## config.mk

```make
export PLATFORM = sky130hd
export DESIGN_NAME = mem_port_arb
export DESIGN_NICKNAME = d
export VERILOG_FILES = /design/src/rtl/mem_port_arb.sv
export SDC_FILE = /design/constraint.sdc
export NUM_CORES = 1
export LEC_CHECK = 0
export ABC_AREA = 1
export ABC_CLOCK_PERIOD_IN_PS = 2500
export CORE_UTILIZATION = 62
export DETAILED_ROUTE_END_ITERATION = 10
export DONT_BUFFER_PORTS = 1
export PLACE_DENSITY = 0.84
export SYNTH_ARGS = -nofsm -noshare
export SYNTH_HDL_FRONTEND = slang
export SYNTH_SLANG_ARGS = --single-unit
```

## constraint.sdc

```tcl
create_clock -name i_clk -period 2.5 [get_ports i_clk]
set_clock_uncertainty 0.2 [all_clocks]
set_input_delay 0.75 -clock i_clk [delete_from_list [all_inputs] [get_ports i_clk]]
set_output_delay 0.75 -clock i_clk [all_outputs]
set_load 0.01 [all_outputs]
```

## src/rtl/mem_port_arb.sv

```systemverilog
// Round-robin arbiter for four requesters sharing one fixed-latency memory port.
// Ports:
//   i_clk    sole clock, rising edge
//   i_rst    synchronous active-high reset
//   i_req    per-requester request, held until that requester's ACK
//   o_sel    encoded index of the current or last grantee (address/data mux select)
//   o_gnt    one-hot grant, held for the whole transaction
//   o_mem_en one-cycle memory strobe per transaction
//   o_ack    one-hot, one-cycle completion pulse, LAT cycles after o_mem_en
//   o_busy   high while a transaction is outstanding
module mem_port_arb #(
    parameter int LAT = 1
) (
    input  logic       i_clk,
    input  logic       i_rst,
    input  logic [3:0] i_req,
    output logic [1:0] o_sel,
    output logic [3:0] o_gnt,
    output logic       o_mem_en,
    output logic [3:0] o_ack,
    output logic       o_busy
);

    if (LAT < 1 || LAT > 8) begin : g_bad_lat
        $error("mem_port_arb: LAT must be in 1..8");
    end

    localparam logic [3:0] LAT_W = 4'(LAT);

    typedef enum logic [1:0] {
        S_IDLE,
        S_ISSUE,
        S_WAIT
    } state_t;

    state_t     r_state;
    logic [1:0] r_ptr;
    logic [3:0] r_cnt;
    logic [1:0] r_sel;
    logic [3:0] r_gnt;
    logic       r_mem_en;
    logic [3:0] r_ack;
    logic       r_busy;

    logic [3:0] w_cand;
    logic       w_found;
    logic [1:0] w_win;
    logic [3:0] w_win_oh;

    // Candidates for the next grant. The only WAIT cycle in which the result
    // is used is the ACK cycle, where the requester just served is excluded
    // so a held REQ cannot win twice in a row.
    always_comb begin
        w_cand = i_req;
        if (r_state == S_WAIT) begin
            w_cand = i_req & ~r_gnt;
        end
    end

    // First set candidate in rotating order starting at r_ptr.
    always_comb begin
        w_found = 1'b0;
        w_win   = r_ptr;
        for (int k = 0; k < 4; k++) begin
            if (!w_found && w_cand[r_ptr + 2'(k)]) begin
                w_found = 1'b1;
                w_win   = r_ptr + 2'(k);
            end
        end
    end

    assign w_win_oh = 4'b0001 << w_win;

    always_ff @(posedge i_clk) begin
        if (i_rst) begin
            r_state  <= S_IDLE;
            r_ptr    <= 2'd0;
            r_cnt    <= 4'd0;
            r_sel    <= 2'd0;
            r_gnt    <= 4'd0;
            r_mem_en <= 1'b0;
            r_ack    <= 4'd0;
            r_busy   <= 1'b0;
        end else begin
            unique case (r_state)
                S_IDLE: begin
                    if (w_found) begin
                        r_state  <= S_ISSUE;
                        r_gnt    <= w_win_oh;
                        r_sel    <= w_win;
                        r_ptr    <= w_win + 2'd1;
                        r_mem_en <= 1'b1;
                        r_busy   <= 1'b1;
                        r_cnt    <= LAT_W;
                    end
                end
                S_ISSUE: begin
                    r_state  <= S_WAIT;
                    r_mem_en <= 1'b0;
                    r_cnt    <= r_cnt - 4'd1;
                    // With LAT=1 the ACK follows the strobe directly.
                    if (r_cnt == 4'd1) begin
                        r_ack <= r_gnt;
                    end
                end
                S_WAIT: begin
                    if (r_ack != 4'd0) begin
                        // ACK cycle doubles as the next arbitration point.
                        r_ack <= 4'd0;
                        if (w_found) begin
                            r_state  <= S_ISSUE;
                            r_gnt    <= w_win_oh;
                            r_sel    <= w_win;
                            r_ptr    <= w_win + 2'd1;
                            r_mem_en <= 1'b1;
                            r_cnt    <= LAT_W;
                        end else begin
                            r_state <= S_IDLE;
                            r_gnt   <= 4'd0;
                            r_busy  <= 1'b0;
                        end
                    end else begin
                        if (r_cnt != 4'd0) begin
                            r_cnt <= r_cnt - 4'd1;
                        end
                        if (r_cnt == 4'd1) begin
                            r_ack <= r_gnt;
                        end
                    end
                end
                default: begin
                    r_state <= S_IDLE;
                end
            endcase
        end
    end

    assign o_sel    = r_sel;
    assign o_gnt    = r_gnt;
    assign o_mem_en = r_mem_en;
    assign o_ack    = r_ack;
    assign o_busy   = r_busy;

endmodule

```

; Word level (Yosys, flattened, before mapping)
; Cells that the tools add are included.
[classes]
add_sub_neg = 5
order_cmp = 4
eq_ne = 7
shifts = 1
n_mux = 44
bitwise_logic = 2
n_reduce_logical = 18
[op_table]
columns = operator, count
row1 = $mux W4, 9
row2 = $mux W2, 9
row3 = $pmux W4 S2, 2
row4 = $mux W1, 14
row5 = $lt A2 B3 Y1 const B, 4
row6 = $pmux W4 S3, 1
row7 = $bmux W1 S2, 4
row8 = $pmux W2 S2, 2
row9 = $reduce_and A2 Y1, 4
row10 = $reduce_bool A4 Y1, 2
row11 = $pmux W2 S3, 1
row12 = $add A2 B1 Y2 const B, 2
row13 = $add A2 B2 Y2 const B, 2
row14 = $and A4 B4 Y4, 1
row15 = $eq A4 B1 Y1 const B, 1
row16 = $ne A2 B2 Y1 const B, 2
row17 = $not A4 Y4, 1
row18 = $reduce_and A4 Y1, 1
row19 = $reduce_bool A2 Y1, 2
row20 = $shl A1 B2 Y4 const A, 1
row21 = $sub A4 B1 Y4 const B, 1
row22 = $logic_and A1 B1 Y1, 3
row23 = $logic_not A1 Y1, 3
row24 = $ne A3 B1 Y1 const B, 1
row25 = 8 further kinds, 8
[word_totals]
register_bits = 20
output_inout_bits = 12

; Logic depth before layout (Yosys ltp)
; Gate-level depths: netlist of run 1.
[depth]
ltp_word = 19
depth_mapped = 18
mapped_depth_nobuf = 17

; Worst setup path before layout of run 1
; Ideal clock, no wire load.
[synth_timing]
path_kind = reg2reg
from = register r_state[0]
to = register r_ptr[1]
setup_time_ns = 0.119
arrival_ns = 1.963
required_ns = 2.181
slack_ns = 0.218
path_stages_with_launch = 16
path_buffers = 1
cell_sequence = dfxtp_1 -> inv_1 -> ha_1 -> buf_4 -> nand2_1 -> nand3_1 -> nand3_1 -> nand2_2 -> inv_2 -> nand4_1 -> nand2_1 -> nand2_2 -> inv_1 -> ha_1 -> o21ai_0 -> a21oi_1
[synth_via]
elab_chain_cells = 18
[synth_lines]
columns = element, line
row1 = from (decl), 36  ; state_t r_state;
row2 = from (signal assigned), 76  ; r_state <= S_IDLE;
row3 = from (signal assigned), 88  ; r_state <= S_ISSUE;
row4 = from (signal assigned), 98  ; r_state <= S_WAIT;
row5 = $eq A2 B2 Y1 *, 55  ; if (r_state == S_WAIT) begin
row6 = $mux W4 *, 55
row7 = $bmux W1 S2, 65  ; if (!w_found && w_cand[r_ptr + 2'(k)]) begin
row8 = $mux W1 (not written as such), 65
row9 = $mux W1, 65
row10 = $logic_not A1 Y1, 65
row11 = $logic_and A1 B1 Y1, 65
row12 = $mux W1, 65
row13 = [3 not listed], n/a
row14 = $logic_not A1 Y1, 65
row15 = $logic_and A1 B1 Y1, 65
row16 = $mux W2 *, 65
row17 = via w_win[0], 47  ; logic [1:0] w_win;
row18 = $add A2 B1 Y2 *, "91, 114"
row19 = $mux W2 *, "87, 110"
row20 = $mux W2, 107  ; if (r_ack != 4'd0) begin
row21 = $pmux W2 S2 *, 85  ; unique case (r_state)
row22 = to (signal assigned), 91  ; r_ptr <= w_win + 2'd1;
row23 = to (signal assigned), 114  ; r_ptr <= w_win + 2'd1;
row24 = to (decl), 37  ; logic [1:0] r_ptr;
; Mark *: on every way through the listed nets, which the timed path passes. The rest lies on a longest branch. The select of a mux whose other input is x is not followed.
; A chain may end at the register's enable or synchronous reset.

; Worst setup path after layout of run 1
; Ends and elaborated chain as after synthesis.

==> run metrics, run 1 <==
Finished Layout Cells 238; Cell Int Power 0.001128 W; library cells used by synthesis 28; Simple-Gate Fraction of Synth Area 40.48%; Worst Tran Pin Value 0.2958 ns; CTS H-tree depth 1; R2R depth 14; DR pass1 iterations 5; sequential share of power 25.1%; DRC viols 0; Net Sw Power 0.001225 W; Root Driver clkbuf_4; synthesized flop and latch total 20; number of global-route vias before repair 1222; Longest Clk Path Bufs 2; antenna violation net count after detailed routing 0; synth cell count leaders nand2_1, nand3_1, inv_1, dfxtp_1, a21oi_1; Initial DRC Count 54; clock transition at the registers of the reported paths 0.12 ns; syn avg cell area 6.931 um^2; Core Box Area 2042 um^2; sw frac 52.04%; Setup Viol. Count Final 0; crit share post-route 99.06%; Ys Warns 0; Initial Utilization 68.57%; Vias/cell 5.962; layout cells sized above 1 23.70%; Chip Width 49.52 um; worst hold path cell count 1; Placed Cells incl. Taps 228; grt ovf 0; synthesized area 1400 um^2; gr usage total 28.81%; largest net degree at the start of global routing 13; first-pass GRT wire length 5333 um; status finished, final reports clean; min cycle time layout 2.476 ns; Max Clk Rate 403.8 MHz; DPL Wire Length 2447 um; cell with the most instances after synthesis nand2_1; endpoint class of the critical path flip-flop; Critical Path RT 2.52 ns; Comb pwr share 63.2%; Leak 0.7369 nW; Routed WL 3725 um; largest family of logic cells by synthesized area simple AND/OR/NAND/NOR gates; Post-synth EDFFs 0; Port Buffers 0; Hold WC Path Type in2reg; Compound-Gate Fraction of Synth Area 11.62%; FFs w/ async S/R, synth 0%; XOR/XNOR Fraction of Synth Area 1.251%; I/O Pins 18; Clock power frac 11.7%; Critical Path Start Type flip-flop; row cnt 16; via count 1419; clock sink count 20; Worst-Skew Late Latency 0.32 ns; max-slew violation total from the final report 0; TritonCTS buffer count 3; hold_ws 0.2694 ns; Power Density 1478 nW/um^2; nets 229; post-synth net total 219; total of max-cap violations 0; Synth area leaders dfxtp_1, nand2_1, ha_1, nand3_1, a21oi_1; antenna violations before repair 0; cells after synthesis 202; max_slew headroom 80.26%; post-synth top area share 28.60%; Diodes inserted 0; mux contribution to synthesized area 0%; DIE HEIGHT 49.52 um; WS Path Type reg2reg; Post-CTS Hold Buffers 0; Primary FF master, synth dfxtp_1; crit path DAT 2.50 ns; Peak supply drop 1.159 mV; register area share after synthesis 28.60%; CTS tree yes; final hold violation count 0; critical-path maximum fanout 7; mean routed wirelength per cell 15.65 um; Yosys top cell by area dfxtp_1; area delta synth->final 13.67%; GP Congestion 0.8919; Adder-Cell Fraction of Synth Area 9.830%; DIE AREA 2452 um^2
[final timing paths]
| check | end | slack, ns | from |
|---|---|---|---|
| max reg2reg | r_ptr[1] | 0.02 | r_state[0] |
| min | r_state[1] | 0.27 | i_rst |
| min reg2reg | r_cnt[1] | 0.28 | r_cnt[1] |
| max | r_ptr[1] | 0.02 | r_state[0] |
[worst max-delay path: stages (launching register included)]
cell     delay (ns)
dfxtp_2        0.35
inv_1          0.12
ha_4           0.18
nand2_1        0.11
nand3_2        0.11
nand3_2        0.11
nand2_4        0.14
nand3_1        0.14
nand2_1        0.13
nand2_1        0.08
nand3_2        0.11
nand2_2        0.10
ha_1           0.30
o21ai_2        0.14
a21oi_1        0.05
[power groups by stage]
stage	Combinational [W]	Sequential, W	Clock, W
after CTS	0.00127	0.000583	0.000273
after floorplan	0.00102	0.000544	0
after detailed placement	0.00123	0.000589	0
final	0.00149	0.000590	0.000276
after global placement	0.00117	0.000584	0
after global routing	0.00164	0.000603	0.000289
[flip-flops by register name (all words and copies together), names as in the netlist]
name	flops
o_mem_en	1
o_busy	1
o_sel	2
o_gnt	4
r_state	2
r_ptr	2
r_cnt	4
o_ack	4
[cells in the final DEF, fill, tap and decap left out, types with 2 or more instances in the layout]
master and instances:
inv_2 3, clkbuf_4 3, nand3_2 11, nor2_1 9, a21oi_1 17, nand2_2 9, ha_1 10, dfxtp_1 17
inv_1 20, o21ai_0 6, buf_4 8, nand3_1 18, xor2_1 2, nor3_1 2, nand2_1 52, nand4_1 3
nand2_4 4, a31oi_1 2, dfxtp_2 3
[repair_timing]
| action | CTS | global route |
|---|---|---|
| setup buffers | 0 | 6 |
| endpoints found under the hold margin | 0 | 0 |
| setup endpoints to repair | 5 | 5 |
| pin swaps | 0 | 4 |
| resized for setup | 3 | 16 |
[per-layer routing]
metal	wire (um)	up-vias	GRT usage, %
li1	-	687	-
met2	1802	83	48.65
met5	0	-	0
met1	1411	633	34.47
met3	337	16	6.173
met4	174	0	13.33
[cell type report]
type | count | area [um^2]
Inverter | 24 | 92.59
Timing Repair Buffer | 8 | 60.06
Sequential cell | 20 | 404.1
Fill cell | 156 | 450.4
Clock buffer | 3 | 22.52
Clock inverter | 1 | 30.03
Tap cell | 27 | 33.78
Multi-Input combinational cell | 155 | 948.4
[cells by family after synthesis]
logic type      Yosys count
xor+xnor                  2
fa+ha+maj                11
flops                    20
compound gates           30
buf+inv                  27
simple gates            112
[stage by stage]
step | area [um^2] | utilization, % | setup TNS, ns | setup WS, ns | power [W]
final | 1592 | 77.94 | 0 | 0.02350 | 0.002353
after detailed placement | 1426 | 69.85 | 0 | 0.005360 | 0.001819
after global placement | 1426 | 69.85 | 0 | 0.1566 | 0.001752
after floorplan | 1400 | - | 0 | 0.2180 | 0.001561
after CTS | 1485 | 72.73 | 0 | 0.04157 | 0.002121
after global routing | 1592 | 77.94 | -0.2014 | -0.08229 | 0.002531
Note: power is estimated with default switching activity, not from simulation.
==> run 2, diff against run 1 <==
--- a/config.mk
+++ b/config.mk
@@ -7,10 +7,11 @@
 export LEC_CHECK = 0
 export ABC_AREA = 1
 export ABC_CLOCK_PERIOD_IN_PS = 2500
-export CORE_UTILIZATION = 62
+export BUFFER_PORTS_ARGS = -buffer_cell sky130_fd_sc_hd__buf_2
+export CORE_ASPECT_RATIO = 1.75
+export CORE_UTILIZATION = 57
 export DETAILED_ROUTE_END_ITERATION = 10
-export DONT_BUFFER_PORTS = 1
-export PLACE_DENSITY = 0.84
+export PLACE_DENSITY = 0.85
 export SYNTH_ARGS = -nofsm -noshare
 export SYNTH_HDL_FRONTEND = slang
 export SYNTH_SLANG_ARGS = --single-unit
==> run metrics, run 2 (synthesis gave the netlist of run 1 again) <==
CTS H-tree depth 1 (unchanged); worst hold path cell count 2 (was 1); most frequent cells in the layout nand2_1, nand3_1, inv_1 (was nand2_1, inv_1, nand3_1); first-pass GRT wire length 5237 um (was 5333 um); Vias/cell 5.536 (was 5.962); Worst-Skew Late Latency 0.26 ns (was 0.32 ns); most common cell after layout, fill and taps aside nand2_1 (unchanged); mean routed wirelength per cell 13.14 um (was 15.65 um); Power Density 1354 nW/um^2 (was 1478 nW/um^2); endpoint class of the critical path flip-flop (unchanged); Core Box Area 2302 um^2 (was 2042 um^2); row cnt 23 (was 16); setup TNS 0 ns (unchanged); Final Cell Area 1608 um^2 (was 1592 um^2); Diodes inserted 0 (unchanged); DIE AREA 2666 um^2 (was 2452 um^2); Max Clk Rate 434.7 MHz (was 403.8 MHz); status finished, final reports clean (unchanged); Critical Path Start Type flip-flop (unchanged); crit share post-route 92.02% (was 99.06%); via count 1384 (was 1419); area delta synth->final 14.83% (was 13.67%); final hold violation count 0 (unchanged); Worst Tran Pin Value 0.4231 ns (was 0.2958 ns); Longest Clk Path Bufs 2 (unchanged); R2R depth 13 (was 14); CTS tree yes (unchanged); number of global-route vias before repair 1332 (was 1222); I/O Pins 18 (unchanged); gr usage total 27.98% (was 28.81%); DRC viols 0 (unchanged); clock transition at the registers of the reported paths 0.07 ns (was 0.12 ns); R2R setup slack 0.20 ns (was 0.02 ns); Post CTS Setup Buffer Count 0 (unchanged); DR pass1 iterations 4 (was 5); Hold WC Path Type reg2reg (was in2reg); Root Driver clkbuf_8 (was clkbuf_4); WS Path Type reg2reg (unchanged); Critical Path RT 2.46 ns (was 2.52 ns); GP Congestion 0.8138 (was 0.8919); Leak 0.7903 nW (was 0.7369 nW); min cycle time layout 2.300 ns (was 2.476 ns); antenna violations before repair 0 (unchanged); max-slew violation total from the final report 0 (unchanged); clock sink count 20 (unchanged); Initial Utilization 60.82% (was 68.57%); DPL Wire Length 2519 um (was 2447 um); antenna violation net count after detailed routing 0 (unchanged); Post-CTS Hold Buffers 0 (unchanged); Port Buffers 17 (was 0); layout cells sized above 1 23.56% (was 23.70%); DP Area 1531 um^2 (was 1426 um^2); Initial DRC Count 40 (was 54); Setup WS pre-CTS 0.03653 ns (was 0.005360 ns); grt ovf 0 (unchanged); Routed WL 3284 um (was 3725 um); crit path DAT 2.26 ns (was 2.50 ns); Chip Width 39.47 um (was 49.52 um); total of max-cap violations 0 (unchanged); Setup Viol. Count Final 0 (unchanged); PostCTS Resize Cnt 0 (was 3); largest net degree at the start of global routing 13 (unchanged); critical-path maximum fanout 5 (was 7); TritonCTS buffer count 3 (unchanged); Final WS setup 0.1995 ns (was 0.02350 ns); Peak supply drop 0.8069 mV (was 1.159 mV); nets 243 (was 229); max_slew headroom 71.76% (was 80.26%); DIE HEIGHT 67.56 um (was 49.52 um)
==> run 2: power by group <==
part | internal, W | total (W) | switching [W]
Combinational | 0.000506 | 0.00138 | 0.000876
Sequential | 0.000431 | 0.000547 | 0.000115
Clock | 0.000140 | 0.000248 | 0.000108
==> run 2: layout make-up <==
cell class                 instances  area [um^2]
multi-input combinational        155        904.6
fill                             218        694.4
sequential                        20        401.6
timing repair buffer              22        122.6
inverter                          24        92.59
clock buffer                       4        55.05
tap                               25        31.28
==> run 2: through the flow <==
stage	hold WS [ns]	power, W	cells	util [%]
final	0.2508	0.002176	250	69.84
after global routing	0.2992	0.002375	250	69.84
after CTS	0.2486	0.002153	250	68.91
after detailed placement	0.2381	0.001897	246	66.52
after global placement	0.2324	0.001867	246	66.52
after floorplan	0.2526	0.001561	202	-
==> run 2: worst max-delay path, cell delays in order (launching register included) <==
cell and delay, ns:
dfxtp_2 0.36, inv_1 0.06, ha_2 0.22, nand2_1 0.09, nand3_1 0.12, nand3_1 0.14, nand2_2 0.09, inv_2 0.11
nand4_1 0.11, nand3_1 0.15, nand2_2 0.08, ha_1 0.27, o21ai_1 0.14, a21oi_1 0.05
==> run 2: metal layers <==
metal  track usage, %  vias to the layer above  wire length [um]
met2            54.30                       15              1916
met3            1.974                        9                45
met4            15.52                        0                92
li1                 -                      708                 -
met1            26.08                      652              1229
met5                0                        -                 0
==> run 2: path summary, 6_finish.rpt <==
path	startpoint	endpoint
max reg2reg	r_state[0]	r_ptr[1]
min	o_busy	o_busy
max	r_state[0]	r_ptr[1]
min reg2reg	o_busy	o_busy
==> run 3, diff against run 2 <==
==> constraint.sdc (replaced) <==
create_clock -name i_clk -period 2.5 [get_ports i_clk]
set_clock_uncertainty 0.2 [all_clocks]
set_input_delay 0.25 -clock i_clk [delete_from_list [all_inputs] [get_ports i_clk]]
set_output_delay 0.25 -clock i_clk [all_outputs]
set_load 0.01 [all_outputs]
==> run metrics, run 3 (synthesis gave the netlist of run 1 again) <==
Worst Setup SP r_state[0] (unchanged); Post-CTS Hold Buffers 0 (unchanged); mean routed wirelength per cell 13.47 um (was 13.14 um); Chip Width 39.47 um (unchanged); Worst-Skew Late Latency 0.28 ns (was 0.26 ns); Crit Reg-Reg Startpoint r_state[0] (unchanged); number of global-route vias before repair 1283 (was 1332); largest net degree at the start of global routing 13 (unchanged); final hold violation count 0 (unchanged); Worst Tran Pin Value 0.4190 ns (was 0.4231 ns); max_slew headroom 72.03% (was 71.76%); max-slew violation total from the final report 0 (unchanged); crit share post-route 93.77% (was 92.02%); Peak supply drop 0.7956 mV (was 0.8069 mV); worst min-delay path startpoint i_rst (was o_busy); Finished Layout Cells 248 (was 250); Vias/cell 5.669 (was 5.536); grt ovf 0 (unchanged); Power Density 1391 nW/um^2 (was 1354 nW/um^2); WS Path Type reg2reg (unchanged); endpoint class of the critical path flip-flop (unchanged); Diodes inserted 0 (unchanged); first-pass GRT wire length 5195 um (was 5237 um); R2R setup slack 0.16 ns (was 0.20 ns); status finished, final reports clean (unchanged); Hold WC Path Type in2reg (was reg2reg); DIE HEIGHT 67.56 um (unchanged); min cycle time layout 2.344 ns (was 2.300 ns); DIE AREA 2666 um^2 (unchanged); area delta synth->final 16.35% (was 14.83%); Final WS setup 0.1558 ns (was 0.1995 ns); DR pass1 iterations 4 (unchanged); Routed WL 3341 um (was 3284 um); layout cells sized above 1 24.22% (was 23.56%); most frequent cells in the layout nand2_1, inv_1, nand3_1, dfxtp_1 (was nand2_1, nand3_1, inv_1); CP max-delay cell dfxtp_2 (unchanged); clock transition at the registers of the reported paths 0.08 ns (was 0.07 ns); DPL Wire Length 2578 um (was 2519 um); most common cell after layout, fill and taps aside nand2_1 (unchanged); gr usage total 28.12% (was 27.98%); Critical Path RT 2.47 ns (was 2.46 ns); Max Clk Rate 426.6 MHz (was 434.7 MHz); GP Congestion 0.8437 (was 0.8138); Crit path largest cell delay 0.34 ns (was 0.36 ns); total of max-cap violations 0 (unchanged); clock sink count 20 (unchanged); DRC viols 0 (unchanged); Placed Cells incl. Taps 243 (was 246); crit path DAT 2.32 ns (was 2.26 ns); Root Driver clkbuf_8 (unchanged); nets 241 (was 243); Longest Clk Path Bufs 2 (unchanged); antenna violation net count after detailed routing 0 (unchanged); Core Box Area 2302 um^2 (unchanged); Initial Utilization 60.82% (unchanged); I/O Pins 18 (unchanged); via count 1406 (was 1384); TritonCTS buffer count 3 (unchanged); Setup WS pre-CTS 0.06830 ns (was 0.03653 ns); antenna violations before repair 0 (unchanged); Initial DRC Count 54 (was 40); Setup Viol. Count Final 0 (unchanged); CTS tree yes (unchanged); CP cell instances inv_1, ha_2, nand2_1, nand3_1, nand3_2, nand2_4, nand3_4, nor2_2, nand2_1, nand2_2, inv_1, ha_1, o21ai_1, a21oi_1 (was inv_1, ha_2, nand2_1, nand3_1, nand3_1, nand2_2, inv_2, nand4_1, nand3_1, nand2_2, ha_1, o21ai_1, a21oi_1); Port Buffers 17 (unchanged); CTS H-tree depth 1 (unchanged); row cnt 23 (unchanged); Critical Path Start Type flip-flop (unchanged); Leak 0.7958 nW (was 0.7903 nW); critical-path maximum fanout 5 (unchanged)
run 3: cell types whose count changed in the layout (fill, tap and decap cells not counted):
cell,previous run,this run
nand3_2,6,10
buf_4,5,3
inv_4,1,2
bufinv_16,0,1
nand3_1,23,19
clkbuf_8,4,3
nand2_2,7,6
inv_2,2,1
nand2_1,54,55
run 3: area by class of cell:
class,instances,area [um^2]
timing repair buffer,20,107.6
clock inverter,1,30.03
multi-input combinational,155,922.1
inverter,24,95.09
clock buffer,3,41.29
tap,25,31.28
fill,195,673.1
sequential,20,401.6
run 3: worst paths after layout:
kind | to | depth (start not counted)
worst max-delay path | r_ptr[1] | 14
worst min register to register | o_busy | 2
worst min-delay path | o_gnt[3] | 2
worst max register to register | r_ptr[1] | 14
run 3: repair_timing:
item / in CTS / in global routing
endpoints found under the setup margin: 0 / 5
buffers inserted: 0 / 1
gates resized for setup: 0 / 11
run 3: power breakdown:
| part | switching (W) | total, W | internal (W) |
|---|---|---|---|
| registers | 0.000118 | 0.000550 | 0.000431 |
| logic | 0.000891 | 0.00138 | 0.000493 |
| clock network | 0.000118 | 0.000332 | 0.000214 |
| total | 0.00113 | 0.00227 | 0.00114 |
run 3: per-stage QoR:
step	setup TNS [ns]	utilization (%)	power [W]	hold WS (ns)	cell area, um^2
after global routing	-0.0009348	70.76	0.002446	0.1146	1629
after global placement	0	65.54	0.001852	0.2356	1509
after CTS	0	68.64	0.002213	0.08203	1580
after detailed placement	0	65.54	0.001870	0.2405	1509
final	0	70.76	0.002266	0.08598	1629
after floorplan	0	-	0.001561	0.1981	1400
run 3: critical path: cells and delay by family (launching register included):
kind,cells,cell delay [ns]
and+or+nand+nor,8,0.86
DFF,1,0.34
buffers and inverters,2,0.15
adders and majority gates,2,0.51
AOI/OAI and AO/OA,2,0.18
run 3: per-layer routing:
layer | up-vias | GRT usage, % | part of all wire (%)
li1 | 708 | - | -
met3 | 12 | 3.947 | 1.9
met5 | - | 0 | 0
met1 | 654 | 25.51 | 37
met2 | 32 | 51.43 | 57
met4 | 0 | 21.12 | 4.3
